File: config.mk
export PLATFORM = sky130hd
export DESIGN_NAME = bit_entry_fifo
export DESIGN_NICKNAME = d
export VERILOG_FILES = /design/src/rtl/bit_entry_fifo.sv
export SDC_FILE = /design/constraint.sdc
export NUM_CORES = 1
export LEC_CHECK = 0
export BUFFER_PORTS_ARGS = -buffer_cell sky130_fd_sc_hd__buf_4
export CAP_MARGIN = 25
export CORE_MARGIN = 2
export CORE_UTILIZATION = 50
export CTS_CLUSTER_DIAMETER = 30
export CTS_CLUSTER_SIZE = 25
export DETAILED_ROUTE_END_ITERATION = 8
export HOLD_SLACK_MARGIN = 0.05
export PLACE_DENSITY = 0.7
export SLEW_MARGIN = 15
export SYNTH_ARGS = -nofsm -noshare
export SYNTH_HDL_FRONTEND = slang
export SYNTH_SLANG_ARGS = --single-unit
File: constraint.sdc
create_clock -name clk -period 4 [get_ports clk]
set_input_delay 0.2 -clock clk [delete_from_list [all_inputs] [get_ports clk]]
set_output_delay 0.2 -clock clk [all_outputs]
set_load 0.02 [all_outputs]
File: src/rtl/bit_entry_fifo.sv
// Button-driven bit entry: compose WIDTH-bit values one bit at a time,
// then commit each complete value into a small ready/valid output FIFO.
module bit_entry_fifo #(
    parameter int WIDTH     = 8,
    parameter int DEPTH     = 4,
    parameter int MSB_FIRST = 1
) (
    input  logic                         clk,
    input  logic                         rst_n,
    input  logic                         enable,
    input  logic                         btn_zero,
    input  logic                         btn_one,
    input  logic                         btn_del,
    input  logic                         btn_next,
    input  logic                         out_ready,
    output logic [WIDTH-1:0]             out_data,
    output logic                         out_valid,
    output logic [WIDTH-1:0]             entry_value,
    output logic [$clog2(WIDTH+1)-1:0]   bit_cnt,
    output logic [$clog2(DEPTH+1)-1:0]   fifo_count,
    output logic                         overflow
);

    localparam int CW = $clog2(WIDTH + 1);
    localparam int PW = $clog2(DEPTH);
    localparam int FW = $clog2(DEPTH + 1);
    localparam logic [CW-1:0] CNT_FULL  = CW'(WIDTH);
    localparam logic [FW-1:0] FIFO_FULL = FW'(DEPTH);

    typedef enum logic [1:0] {
        S_EMPTY,
        S_PARTIAL,
        S_COMPLETE
    } state_t;

    state_t           state;
    logic [3:0]       btn_now;
    logic [3:0]       btn_d;
    logic [3:0]       rise;
    logic             armed;
    logic             enable_d;
    logic             append_req;
    logic             append_bit;
    logic [WIDTH-1:0] app_value;
    logic [WIDTH-1:0] del_value;
    logic [WIDTH-1:0] entry_nxt;
    logic [CW-1:0]    cnt_nxt;
    logic             push;
    logic             pop;
    logic             reject;
    logic             fifo_full;
    logic [PW-1:0]    wr_ptr;
    logic [PW-1:0]    rd_ptr;
    logic [WIDTH-1:0] mem [DEPTH];

    assign btn_now = {btn_next, btn_del, btn_one, btn_zero};

    // armed stays low for the first edge after reset so a button held
    // through reset release cannot act.
    assign rise       = btn_now & ~btn_d & {4{armed & enable}};
    assign append_req = rise[0] ^ rise[1];
    assign append_bit = rise[1];

    assign out_valid = (fifo_count != '0);
    assign fifo_full = (fifo_count == FIFO_FULL);
    assign pop       = out_valid & out_ready;
    assign out_data  = out_valid ? mem[rd_ptr] : '0;

    generate
        if (MSB_FIRST != 0) begin : g_msb
            assign app_value = {entry_value[WIDTH-2:0], append_bit};
            assign del_value = {1'b0, entry_value[WIDTH-1:1]};
        end else begin : g_lsb
            assign app_value = {append_bit, entry_value[WIDTH-1:1]};
            assign del_value = {entry_value[WIDTH-2:0], 1'b0};
        end
    endgenerate

    always_comb begin
        state = S_PARTIAL;
        unique case (1'b1)
            (bit_cnt == '0):       state = S_EMPTY;
            (bit_cnt == CNT_FULL): state = S_COMPLETE;
            default:               state = S_PARTIAL;
        endcase
    end

    always_comb begin
        entry_nxt = entry_value;
        cnt_nxt   = bit_cnt;
        push      = 1'b0;
        reject    = 1'b0;
        if (!enable) begin
            entry_nxt = '0;
            cnt_nxt   = '0;
        end else if (rise[2]) begin
            if (state != S_EMPTY) begin
                entry_nxt = del_value;
                cnt_nxt   = bit_cnt - CW'(1);
            end
        end else if (rise[3] && state == S_COMPLETE) begin
            // A same-cycle pop frees a slot even when full.
            if (!fifo_full || pop) begin
                push      = 1'b1;
                entry_nxt = '0;
                cnt_nxt   = '0;
            end else begin
                reject = 1'b1;
            end
        end else if (append_req && state != S_COMPLETE) begin
            entry_nxt = app_value;
            cnt_nxt   = bit_cnt + CW'(1);
        end
    end

    always_ff @(posedge clk or negedge rst_n) begin
        if (!rst_n) begin
            btn_d       <= '0;
            armed       <= 1'b0;
            enable_d    <= 1'b0;
            entry_value <= '0;
            bit_cnt     <= '0;
        end else begin
            btn_d       <= btn_now;
            armed       <= 1'b1;
            enable_d    <= enable;
            entry_value <= entry_nxt;
            bit_cnt     <= cnt_nxt;
        end
    end

    always_ff @(posedge clk or negedge rst_n) begin
        if (!rst_n) begin
            wr_ptr     <= '0;
            rd_ptr     <= '0;
            fifo_count <= '0;
        end else begin
            if (push) wr_ptr <= wr_ptr + PW'(1);
            if (pop)  rd_ptr <= rd_ptr + PW'(1);
            case ({push, pop})
                2'b10:   fifo_count <= fifo_count + FW'(1);
                2'b01:   fifo_count <= fifo_count - FW'(1);
                default: fifo_count <= fifo_count;
            endcase
        end
    end

    always_ff @(posedge clk or negedge rst_n) begin
        if (!rst_n) begin
            overflow <= 1'b0;
        end else if (enable_d && !enable) begin
            overflow <= 1'b0;
        end else if (reject) begin
            overflow <= 1'b1;
        end
    end

    always_ff @(posedge clk) begin
        if (push) mem[wr_ptr] <= entry_value;
    end

endmodule

Word-level counts from Yosys, hierarchy flattened

Memory sizes are Yosys's and may differ from the RTL's.
Index checks and enable logic that the tools add are counted.

Bits in registers: 26
Memory bits (writable): 32
Output and inout bits: 25
Word-level logic and storage cells: 70
Memories: 1

Add/sub/neg operators: 6
Equal/unequal tests: 9
Muxes and demuxes: 27
Bitwise logic cells: 6
Reductions and logical operators: 12

Memories:

| memory | words | bits a word | read ports | clocked after memory_dff | wr ports | line | source |
|---|---|---|---|---|---|---|---|
| mem    | 4     | 8           | 1          | 0                        | 1        | 54   | `logic [WIDTH-1:0] mem [DEPTH];` |

Operator list:

| cell                  | number |
|---|---|
| $mux W8               | 7 |
| $mux W4               | 6 |
| $mux W1               | 12 |
| $and A4 B4 Y4         | 2 |
| $pmux W3 S2           | 1 |
| $reduce_bool A2 Y1    | 3 |
| $add A2 B1 Y2 const B | 2 |
| $add A4 B1 Y4 const B | 1 |
| $eq A2 B2 Y1 const B  | 2 |
| $eq A4 B4 Y1 const B  | 1 |
| $logic_not A4 Y1      | 1 |
| $ne A4 B1 Y1 const B  | 1 |
| $ne A4 B3 Y1 const B  | 1 |
| $not A4 Y4            | 1 |
| $pmux W2 S2           | 1 |
| $sub A4 B1 Y4 const B | 1 |
| $add A3 B1 Y3 const B | 1 |
| $eq A3 B3 Y1 const B  | 1 |
| $logic_and A1 B1 Y1   | 3 |
| $ne A3 B2 Y1 const B  | 1 |
| $reduce_and A3 Y1     | 1 |
| $reduce_bool A3 Y1    | 1 |
| $sub A3 B1 Y3 const B | 1 |
| $and A1 B1 Y1         | 2 |
| other kinds (5)       | 6 |

Depth between registers and ports, before layout

Depth in word-level cells: 9
Gate-level depth with buffers: 12

Least setup slack after synthesis

OpenSTA, ideal clock, no wires.

Path type: register to register
Start point: register bit_cnt[0]
End point: register fifo_count[2]
Data arrival time: 2.350 ns
Required time: 3.868 ns
Slack: 1.518 ns
Stages on the path, launching flop included: 13
Clock period less this slack: 2.482 ns
Path through: dfrtp_1 > inv_1 > ha_1 > nand3b_4 > nor3_1 > nor3b_2 > inv_1 > ha_1 > inv_1 > fa_1 > xor2_1 > nor2_1 > xor2_1

Longest elaborated chain between the ends: 9

RTL lines:

| element                                                  | line   | source |
|---|---|---|
| start: declaration                                       | 19     | `output logic [$clog2(WIDTH+1)-1:0] bit_cnt,` |
| start signal: assignment                                 | 128    | `bit_cnt <= cnt_nxt;` |
| $eq A4 B4 Y1 / $logic_not A4 Y1 (equally long branches)  | 83, 82 |  |
| $pmux W2 S2 (*)                                          | 81     | `unique case (1'b1)` |
| $eq A2 B2 Y1 (*)                                         | 101    | `end else if (rise[3] && state == S_COMPLETE) begin` |
| $logic_and A1 B1 Y1 (*)                                  | 101    |  |
| $mux W1 (*)                                              | 101    |  |
| $mux W1 (*)                                              | 96     | `end else if (rise[2]) begin` |
| $mux W1 (*)                                              | 93     | `if (!enable) begin` |
| $eq A2 B1 Y1 / $eq A2 B2 Y1 (equally long branches)      | 140    | `case ({push, pop})` |
| $pmux W3 S2 / $reduce_bool A2 Y1 (equally long branches) | -      |  |
| end signal: assignment                                   | 141    | `2'b10: fifo_count <= fifo_count + FW'(1);` |
| end signal: assignment                                   | 142    | `2'b01: fifo_count <= fifo_count - FW'(1);` |
| end signal: assignment                                   | 143    | `default: fifo_count <= fifo_count;` |
| end: declaration                                         | 20     | `output logic [$clog2(DEPTH+1)-1:0] fifo_count,` |

Every way passes the cells marked *; elsewhere a longest branch is shown, timed or not.
A chain may end at the register's enable or synchronous reset.

Worst setup path in the final report

Start point: register bit_cnt[0]
End point: register fifo_count[1]

Same word-level chain as after synthesis.

==> impl_results.md <==
* Final count of negative-setup-slack endpoints at 0
* Antenna cells at 0
* Synth area leader: edfxtp_1
* Worst path slowest cell: dfrtp_1
* Clock Latency Late Sink at between 300 and 400 ps
* H-tree depth at 3
* Clock Skew at approximately 6.4 ps
* Run status: completed
* Yosys top cell area share at 36.14%
* HP Class: primary input to flip-flop
* EDFF count, synth at 32
* Initial DRT Pass Iterations at 4
* Number of port buffers at 32
* Initial DRC count at 77
* Worst hold slack at approximately 260 ps
* Yosys reg bits at 58
* Max Transition Viols Final at 0
* TNS Setup at 0 ps
* CTS tree: built
* Starting Density at between 50% and 60%
* CP max FO at 8
* Reg2Reg Setup Slack at 1380 ps
* Die ar. at slightly below 6000 µm²
* Core ar. at 5107 µm²
* Vias per cell at approximately 5.3
* Inserted Clock Buffers at 9
* RSZ-0062 raised after global routing: false
* Clock Path Buffers at 2
* Crit-path max cell delay at a little over 400 ps
* Syn_area_per_cell at ~15 µm²
* Synth Instances at 178
* Period utilization at roughly 66%
* Row count at 26
* Routability cong. at roughly 0.86
* Worst EP required at around 4200 ps
* Die width at slightly below 80 µm
* Top FF cell, synth: edfxtp_1
* IO Count at 33
* Count leader, synth: edfxtp_1
* Commonest cells post-synth: edfxtp_1 (32), dfrtp_1 (26), and2_1 (13), inv_1 (13), nand2_1 (9)
* Largest net degree at the start of global routing at 27
* Critical path launch point type: flip-flop
* Worst Tran Pin Value at between 600 and 700 ps
* Distinct cells, synth at 42
* Post-DP HPWL at roughly 3300 µm
* Tmin final at about 2600 ps
* Vias in the first global route at around 1700
* Total Routing Usage GR at 17.87%
* Top cells by area, synth: edfxtp_1 (36%), dfrtp_1 (24%), mux4_2 (6.8%)
* Sink Count at between 50 and 60
* CTS root buf: clkbuf_8
* CP cell instances: inv_1 > ha_1 > nand3b_4 > nor3_1 > nor3b_2 > inv_1 > ha_1 > inv_1 > fa_1 > o21ai_0
* Routed vias at 1572
* Post-Synthesis Cell Area at roughly 2700 µm²
* Initial antenna violation count at 0
* Global-route wire length before repair at 7935 µm
* Max cap viols at 0
* Synth warn at 0
* Antenna Violating Nets Remaining at 0
* Reg clk slew, reported paths at ~60 ps
* PwrDens at 548.7 nW/µm²
* Number of remaining DRC errors at 0
* Wirelength, routed at between 4000 and 5000 µm
* Nets@finish at approximately 240
* Global route total overflow at 0
* Synth async-reset ratio at 44.83%
* Area growth, synth to finish at 19.53%
* Most used cell, CP: inv_1
* Fin. Hold Viols at 0
* Slew margin rel. at between 50% and 60%
* Die Y at ~77 µm
* WL/cell at ~16 µm
* VDD IR max at around 250 µV
* Sequential share of the synthesized area at between 60 and 70%
* Layout cells sized above 1 at between 30% and 40%
* Critical path type: flip-flop to flip-flop
* F_max at roughly 380 MHz
* Worst setup EP type: flip-flop
* Mapped Nets at ~200
* Leak pwr at between 1 and 1.5 nW
* Worst Path Arrival at 2860 ps
## cell type report
class	instances	area [µm²]
Clock buffer	11	141.4
Clock inverter	5	30.03
Fill cell	386	1929
Inverter	13	48.80
Multi-Input combinational cell	102	958.4
Sequential cell	58	1612
Tap cell	70	87.58
Timing Repair Buffer	38	300.3
## logic make-up after synthesis
| kind of cell | after synthesis | synth area share (%) |
|---|---|---|
| AND/OR/NAND/NOR | 44 | 10.68 |
| AO/OA/AOI/OAI | 22 | 6.494 |
| XOR/XNOR | 8 | 2.635 |
| other | 1 | 0.1410 |
| adder cells (fa/ha/maj) | 9 | 4.518 |
| buffers and inverters | 18 | 3.341 |
| flip-flops | 58 | 60.61 |
| multiplexers | 18 | 11.58 |
## power by group
part | leakage, nW | internal (mW) | switching (mW)
logic | 0.619 | 0.255 | 0.257
clock network | 0.0851 | 0.238 | 0.213
registers | 0.667 | 0.682 | 0.100
## worst paths after layout
path	cells past startpoint	startpoint	end
min in group asynchronous	2	rst_n	armed$_DFF_PN0_
worst max register to register	10	bit_cnt[0]$_DFFE_PN0P_	fifo_count[1]$_DFFE_PN0P_
worst max-delay path	10	bit_cnt[0]$_DFFE_PN0P_	fifo_count[1]$_DFFE_PN0P_
worst min-delay path	4	out_ready	overflow$_DFFE_PN0P_
worst min register to register	2	overflow$_DFFE_PN0P_	overflow$_DFFE_PN0P_
max in group asynchronous	2	rst_n	entry_value[7]$_DFFE_PN0P_
## sequential cells by signal (all words and copies together), names as in the netlist
| register | cells |
|---|---|
| armed | 1 |
| bit_cnt | 4 |
| btn_d | 4 |
| enable_d | 1 |
| entry_value | 8 |
| fifo_count | 3 |
| mem | 32 |
| overflow | 1 |
| rd_ptr | 2 |
| wr_ptr | 2 |
## placed cells by master, fill, tap and decap left out, types with 6 or more instances in the layout
cell	netlist	routed
nand2_1	9	9
and2_1	13	13
inv_1	13	13
dfrtp_1	26	26
a22o_1	6	6
dlygate4sd3_1	0	6
buf_4	1	32
clkbuf_8	0	10
edfxtp_1	32	32
ha_1	8	8
mux4_2	8	8
## through the flow
stage	cell area [µm²]	setup slack, ps	utilization (%)	cells	power [mW]
2_1_floorplan	2659	1518	-	178	1.137
3_3_place_gp	2947	1486	57.69	275	1.280
3_5_place_dp	2947	1411	57.69	275	1.306
4_1_cts	3178	1369	62.22	297	1.766
5_1_grt	3178	1108	62.22	297	1.849
6_report	3178	1379	62.22	297	1.744
## critical path, delay by kind of cell (launching register included)
kind	cells	cell delay, ps
AOI/OAI and AO/OA	1	150
adders and majority gates	3	870
buffers and inverters	3	330
DFF	1	410
and+or+nand+nor	3	790
## metal layers
| layer | part of all wire, % | up-vias | GRT usage [%] |
|---|---|---|---|
| li1 | - | 738 | - |
| met1 | 43 | 796 | 20.62 |
| met2 | 53 | 32 | 30.79 |
| met3 | 3.0 | 6 | 5.765 |
| met4 | 1.1 | 0 | 7.091 |
| met5 | 0 | - | 0 |
## what timing repair did
item | 4_1_cts | 5_1_grt
resized for setup | 0 | 0
buffers inserted | 0 | 0
hold buffers | 6 | 0
endpoints found under the hold margin | 31 | 0
Note: power is estimated with default switching activity, not from simulation.
